$ cat config.mk
export PLATFORM = sky130hd
export DESIGN_NAME = lsu_master
export DESIGN_NICKNAME = d
export VERILOG_FILES = /design/src/rtl/lsu_pkg.sv /design/src/rtl/lsu_master_ext.sv /design/src/rtl/lsu_master.sv
export SDC_FILE = /design/constraint.sdc
export NUM_CORES = 1
export LEC_CHECK = 0
export BUFFER_PORTS_ARGS = -buffer_cell sky130_fd_sc_hd__buf_2
export CAP_MARGIN = 15
export CORE_UTILIZATION = 48
export CTS_BUF_LIST = sky130_fd_sc_hd__clkbuf_4 sky130_fd_sc_hd__clkbuf_8
export CTS_CLUSTER_SIZE = 14
export DETAILED_ROUTE_END_ITERATION = 8
export GPL_TIMING_DRIVEN = 1
export PLACE_DENSITY = 0.83
export SYNTH_ARGS = -nofsm -noshare
export SYNTH_HDL_FRONTEND = slang
export SYNTH_SLANG_ARGS = --single-unit
$ cat constraint.sdc
create_clock -name clk -period 2.7 [get_ports clk]
set_clock_uncertainty 0.15 [all_clocks]
set_input_delay 0.54 -clock clk [delete_from_list [all_inputs] [get_ports clk]]
set_output_delay 0.54 -clock clk [all_outputs]
set_load 0.005 [all_outputs]
$ cat src/rtl/lsu_pkg.sv
// lsu_pkg: shared definitions for the load/store initiator.
//   - funct3 size/sign codes (RV32 encoding)
//   - lsu_state_t FSM state encoding
//   - f3_legal(): legality of a funct3 code for a load or a store
package lsu_pkg;

  localparam logic [2:0] F3_B  = 3'b000;
  localparam logic [2:0] F3_H  = 3'b001;
  localparam logic [2:0] F3_W  = 3'b010;
  localparam logic [2:0] F3_BU = 3'b100;
  localparam logic [2:0] F3_HU = 3'b101;

  typedef enum logic [1:0] {
    IDLE   = 2'd0,
    ACCESS = 2'd1,
    RESP   = 2'd2
  } lsu_state_t;

  // Stores have no unsigned variants; loads accept all five size codes.
  function automatic logic f3_legal(input logic store, input logic [2:0] f3);
    case (f3)
      F3_B, F3_H, F3_W: return 1'b1;
      F3_BU, F3_HU:     return !store;
      default:          return 1'b0;
    endcase
  endfunction

endpackage

$ cat src/rtl/lsu_master_ext.sv
// lsu_ext: combinational load extender.
//   funct3 : load size/sign code
//   word   : little-endian word sampled from memory (byte 0 in [7:0])
//   result : byte/half sign- or zero-extended, or the full word
module lsu_ext
  import lsu_pkg::*;
(
  input  logic [2:0]  funct3,
  input  logic [31:0] word,
  output logic [31:0] result
);

  logic signed [7:0]  byte_s;
  logic signed [15:0] half_s;

  always_comb begin
    byte_s = signed'(word[7:0]);
    half_s = signed'(word[15:0]);
    result = word;
    case (funct3)
      F3_B:    result = 32'(byte_s);
      F3_BU:   result = {24'd0, word[7:0]};
      F3_H:    result = 32'(half_s);
      F3_HU:   result = {16'd0, word[15:0]};
      default: result = word;
    endcase
  end

endmodule

$ cat src/rtl/lsu_master.sv
// lsu_master: single-outstanding load/store initiator for a byte-addressed
// unified memory. A request is latched in IDLE, held on the registered mem_*
// port for MEM_LAT+1 cycles (ACCESS), then returned on a valid/ready
// response (RESP). Loads are extended by lsu_ext from the sampled word.
//
// Ports:
//   clk, rst_n                       clock, async active-low reset
//   req_valid/req_ready              request handshake (ready only in IDLE)
//   req_store, req_funct3,
//   req_addr, req_wdata              request payload
//   resp_valid/resp_ready            response handshake
//   resp_rdata, resp_err             extended load data / error flag
//   mem_rw, mem_addr, mem_wdata,
//   mem_funct3, mem_rdata            memory port (all outputs registered)
//
// Optional build macro LSU_MISALIGN_TRAP_EN: misaligned halfword/word
// requests are rejected with resp_err instead of being issued.
module lsu_master
  import lsu_pkg::*;
#(
  parameter int ADDR_W  = 8,
  parameter int MEM_LAT = 0
) (
  input  logic              clk,
  input  logic              rst_n,
  input  logic              req_valid,
  output logic              req_ready,
  input  logic              req_store,
  input  logic [2:0]        req_funct3,
  input  logic [31:0]       req_addr,
  input  logic [31:0]       req_wdata,
  output logic              resp_valid,
  input  logic              resp_ready,
  output logic [31:0]       resp_rdata,
  output logic              resp_err,
  output logic              mem_rw,
  output logic [ADDR_W-1:0] mem_addr,
  output logic [31:0]       mem_wdata,
  output logic [2:0]        mem_funct3,
  input  logic [31:0]       mem_rdata
);

  lsu_state_t  state;
  logic [3:0]  cnt;
  logic        store_q;
  logic [2:0]  f3_q;
  logic [31:0] ext_word;
  logic        req_bad;

  // Memory wraps inside its own address space; upper bits are don't-care.
  logic unused_addr_hi;
  assign unused_addr_hi = ^req_addr[31:ADDR_W];

  always_comb begin
    req_bad = !f3_legal(req_store, req_funct3);
`ifdef LSU_MISALIGN_TRAP_EN
    if ((req_funct3[1:0] == 2'b01 && req_addr[0]) ||
        (req_funct3[1:0] == 2'b10 && req_addr[1:0] != 2'b00))
      req_bad = 1'b1;
`endif
  end

  // f3_q keeps the full code (incl. unsigned bit) for extension.
  lsu_ext u_ext (
    .funct3 (f3_q),
    .word   (mem_rdata),
    .result (ext_word)
  );

  always_ff @(posedge clk or negedge rst_n) begin
    if (!rst_n) begin
      state      <= IDLE;
      cnt        <= '0;
      store_q    <= 1'b0;
      f3_q       <= '0;
      req_ready  <= 1'b1;
      resp_valid <= 1'b0;
      resp_rdata <= '0;
      resp_err   <= 1'b0;
      mem_rw     <= 1'b0;
      mem_addr   <= '0;
      mem_wdata  <= '0;
      mem_funct3 <= '0;
    end else begin
      case (state)
        IDLE: begin
          if (req_valid) begin
            store_q    <= req_store;
            f3_q       <= req_funct3;
            mem_addr   <= req_addr[ADDR_W-1:0];
            mem_wdata  <= req_wdata;
            mem_funct3 <= {1'b0, req_funct3[1:0]};
            req_ready  <= 1'b0;
            if (req_bad) begin
              // Rejected without touching memory; mem_rw stays low.
              state      <= RESP;
              resp_valid <= 1'b1;
              resp_err   <= 1'b1;
              resp_rdata <= '0;
            end else begin
              state    <= ACCESS;
              cnt      <= 4'(MEM_LAT);
              mem_rw   <= req_store;
              resp_err <= 1'b0;
            end
          end
        end
        ACCESS: begin
          if (cnt == 4'd0) begin
            // Last access cycle: drop the write strobe with the state change
            // and capture the read word while the address is still driven.
            state      <= RESP;
            mem_rw     <= 1'b0;
            resp_valid <= 1'b1;
            resp_rdata <= store_q ? 32'd0 : ext_word;
          end else begin
            cnt <= cnt - 4'd1;
          end
        end
        RESP: begin
          if (resp_ready) begin
            state      <= IDLE;
            resp_valid <= 1'b0;
            req_ready  <= 1'b1;
          end
        end
        default: begin
          state      <= IDLE;
          mem_rw     <= 1'b0;
          resp_valid <= 1'b0;
          req_ready  <= 1'b1;
        end
      endcase
    end
  end

endmodule

==> results by group <==
Synthesis
  – Syn Area/Cell: 12.5 um2
  – Register bit total from synthesis: 86
  – Synth unique cells: 35
  – Post-synth EDFFs: 0
  – Cell Area, Synth: 3730 um2
  – Synth Area in Adders: 0.670%
  – Syn_nets: 405
  – Post-Synth Simple-Gate Area: 4.22%
  – Multiplexer share of the synthesized area: 22.7%
  – Largest family of logic cells by synthesized area: multiplexers
  – XOR/XNOR Fraction of Synth Area: 0%
  – Sequential area share after synthesis: 57.7%
  – Synthesis warning total: 0
  – Main synth FF type: dfrtp_1
  – Synth Area in Compound Gates: 8.24%
  – Syn Inst Count: 299
  – Ys async rst share: 100%

Timing
  – Final setup vio count: 0
  – RSZ-0062 raised after global routing: no
  – Final period util: 88.2%
  – Max_slew headroom: ~53%
  – Slew @ Worst Pin: 0.708 ns
  – Hold Fails Final Rpt: 0
  – Slew Viols, Final: 0
  – Setup TNS: 0 ns
  – Max frequency: 420 MHz
  – Period minus WS final: 2.38 ns

Worst setup path
  – CP Capture Type: flip-flop
  – Data arrival, critical path: ~2.5 ns
  – Reg2reg setup slack: 0.32 ns
  – Crit Path Max Fanout: 17
  – CP peak stage delay: between 0.3 and 0.4 ns
  – Critical Path, Cell by Cell: inv_1, ha_1, nor3b_2, mux2_2, o211a_2, buf_4, mux2i_1
  – Worst setup path class: reg2reg
  – Reg2Reg Launch Point: cnt[0]
  – R2r endpoint: resp_rdata[29]
  – Worst path slowest cell: dfrtp_1
  – WP buf/inv: 2
  – Critical Path RT: 2.81 ns
  – CP startpoint kind: flip-flop
  – FF-to-FF path depth: 7
  – Crit path max-delay family: buffers and inverters

Placement
  – Number of I/O port buffers: 157
  – Cells after DPL: 540
  – Routability cong.: ~0.84
  – Placed Area: about 4600 um2
  – Hpwl dp: 6060 um

Final layout
  – Layout cells sized above 1: 51.9%
  – Fillcell total: between 500 and 600
  – Area grow syn2layout: 28.1%
  – Final non-filler cell total: 556
  – Commonest non-fill, non-tap cell in the layout: buf_2
  – Fin area: 4780 um2
  – Net count, final: roughly 560
  – Ant. Diodes: 0
  – Most frequent cells in the layout: buf_2 (156), dfrtp_1 (85), mux2_2 (53), inv_1 (28), mux2i_1 (25)

Power and ir drop
  – Peak supply drop: 0.559 mV
  – Combinational power share: 39.0%
  – Pwr dens: 1100 nW/um2
  – Leakage: ~0.0024 uW
  – Sequential Power Share: 43.4%
  – Internal Pwr Total: about 3500 uW
  – NetSw: around 1800 uW
  – Clock share of power: 17.6%
  – Sw Ratio: between 30 and 40%

Detailed routing
  – Vias per cell: 5.08
  – DR iter-0 viols: 136
  – Routed WL: 8130 um
  – 1st-pass router iterations: 6
  – Routed Antenna Nets: 0
  – Wire length per cell: between 10 and 15 um
  – Post-route DRC: 0
  – Vias: 2,827

Clock network
  – Root Buffer: clkbuf_8
  – Clk Latency, worst-skew pair: 0.34 ns
  – Clock Path Buffers: 2
  – Reg clk slew, reported paths: 0.08 ns
  – CTS Buf Count: 9
  – # resized after CTS: 0
  – H-Tree Level Count: 3
  – Buffer count from post-CTS setup fixing: 0
  – CTS tree: done
  – # hold bufs at CTS: 0
  – Sink Count: 86

Global route
  – Largest net degree at the start of global routing: 48
  – Global-route wire length before repair: 13,500 um
  – Vias in the first global route: 2,859
  – M2 GR Usage: 36.3%
  – Grt total ovfl: 0
  – Tot GR Track Use: 20.9%
  – GR Util met1: 24.8%
  – Busiest grt layer: met2
  – Initial antenna violation count: 0
  – Grt met3 use: 4.57%

Run status
  – Status: finished, final reports clean

Floorplanning
  – Core area: 7370 um2
  – Die X: between 90 and 100 um
  – Starting density of the core: 50.7%
  – IO Pins: between 150 and 200
  – Die Height: 90.2 um
  – Die Area: 8140 um2
  – Core Rows: 31

Min path
  – HP Class: in2async

Flow run
  – Max-cap viol count: 0
sequential cells by signal (all words and copies together) (netlist names), 2 cells and up:
register	count
cnt	4
f3_q	3
mem_addr	8
mem_wdata	32
resp_rdata	32
state	2
metal layers:
| layer | part of all wire (%) | wire length [um] |
|---|---|---|
| met1 | 40 | 3250 |
| met2 | 52 | 4250 |
| met3 | 5.7 | 462 |
| met4 | 2.0 | 166 |
| met5 | 0 | 0 |
Yosys cell counts, drive strengths merged, types with 2 or more instances:
master	instances	area share, %
a211oi	2	0.74
a21o	2	0.40
a21oi	12	1.6
buf	15	3.1
clkbuf	5	0.54
dfrtp	85	57
ha	2	0.67
inv	28	2.8
mux2	53	16
mux2i	25	6.7
nand2	11	1.1
nor2	10	1.0
nor3	2	0.27
o21ai	28	3.8
o31ai	4	0.80
worst register-to-register path: cells and delay by family (launching register included):
family / cells / cell delay, ns
AO/OA/AOI/OAI: 1 / 0.36
adder cells (fa/ha/maj): 1 / 0.15
buffers and inverters: 2 / 0.48
flip-flops: 1 / 0.39
multiplexers: 2 / 0.47
AND/OR/NAND/NOR: 1 / 0.30
stage by stage:
step / util, % / total power, uW / setup slack (ns) / hold WS [ns]
final: 64.9 / 5240 / 0.319 / 0.0345
after global routing: 64.9 / 5600 / 0.153 / 0.0804
after CTS: 64.9 / 5310 / 0.310 / 0.0464
after detailed placement: 62.1 / 4360 / 0.331 / 0.340
after global placement: 62.1 / 4240 / 0.436 / 0.309
after floorplan: - / 3510 / 0.671 / 0.0944
how the worst max path moves through the flow:
stage,start,end,cells past startpoint
detailed placement,cnt[0],resp_rdata[29],7
global placement,cnt[0],resp_rdata[18],7
global route,cnt[0],resp_rdata[16],7
finish,cnt[0],resp_rdata[29],7
CTS,cnt[0],resp_rdata[29],7
floorplan,cnt[0],resp_rdata[12],8
area by class of cell:
type / instances / area [um2] / share of cell area, %
Tap cell: 99 / 124 / 2.59
Clock inverter: 5 / 57.6 / 1.20
Inverter: 28 / 105 / 2.20
Timing Repair Buffer: 162 / 851 / 17.8
Multi-Input combinational cell: 165 / 1340 / 28.1
Sequential cell: 86 / 2150 / 45.0
Clock buffer: 11 / 151 / 3.16
power by group through the flow:
stage          logic, uW  clock network [uW]  registers (uW)
2_1_floorplan       1240                   0            2270
3_3_place_gp        1990                   0            2260
3_5_place_dp        2080                   0            2280
4_1_cts             2080                 954            2280
5_1_grt             2250                 989            2360
6_report            2040                 925            2270
kinds of logic after synthesis:
kind of cell / after synthesis
compound gates: 52
flops: 86
simple gates: 32
buf+inv: 48
fa+ha+maj: 2
other cells: 1
mux: 78
(Power assumes the default switching activity.)
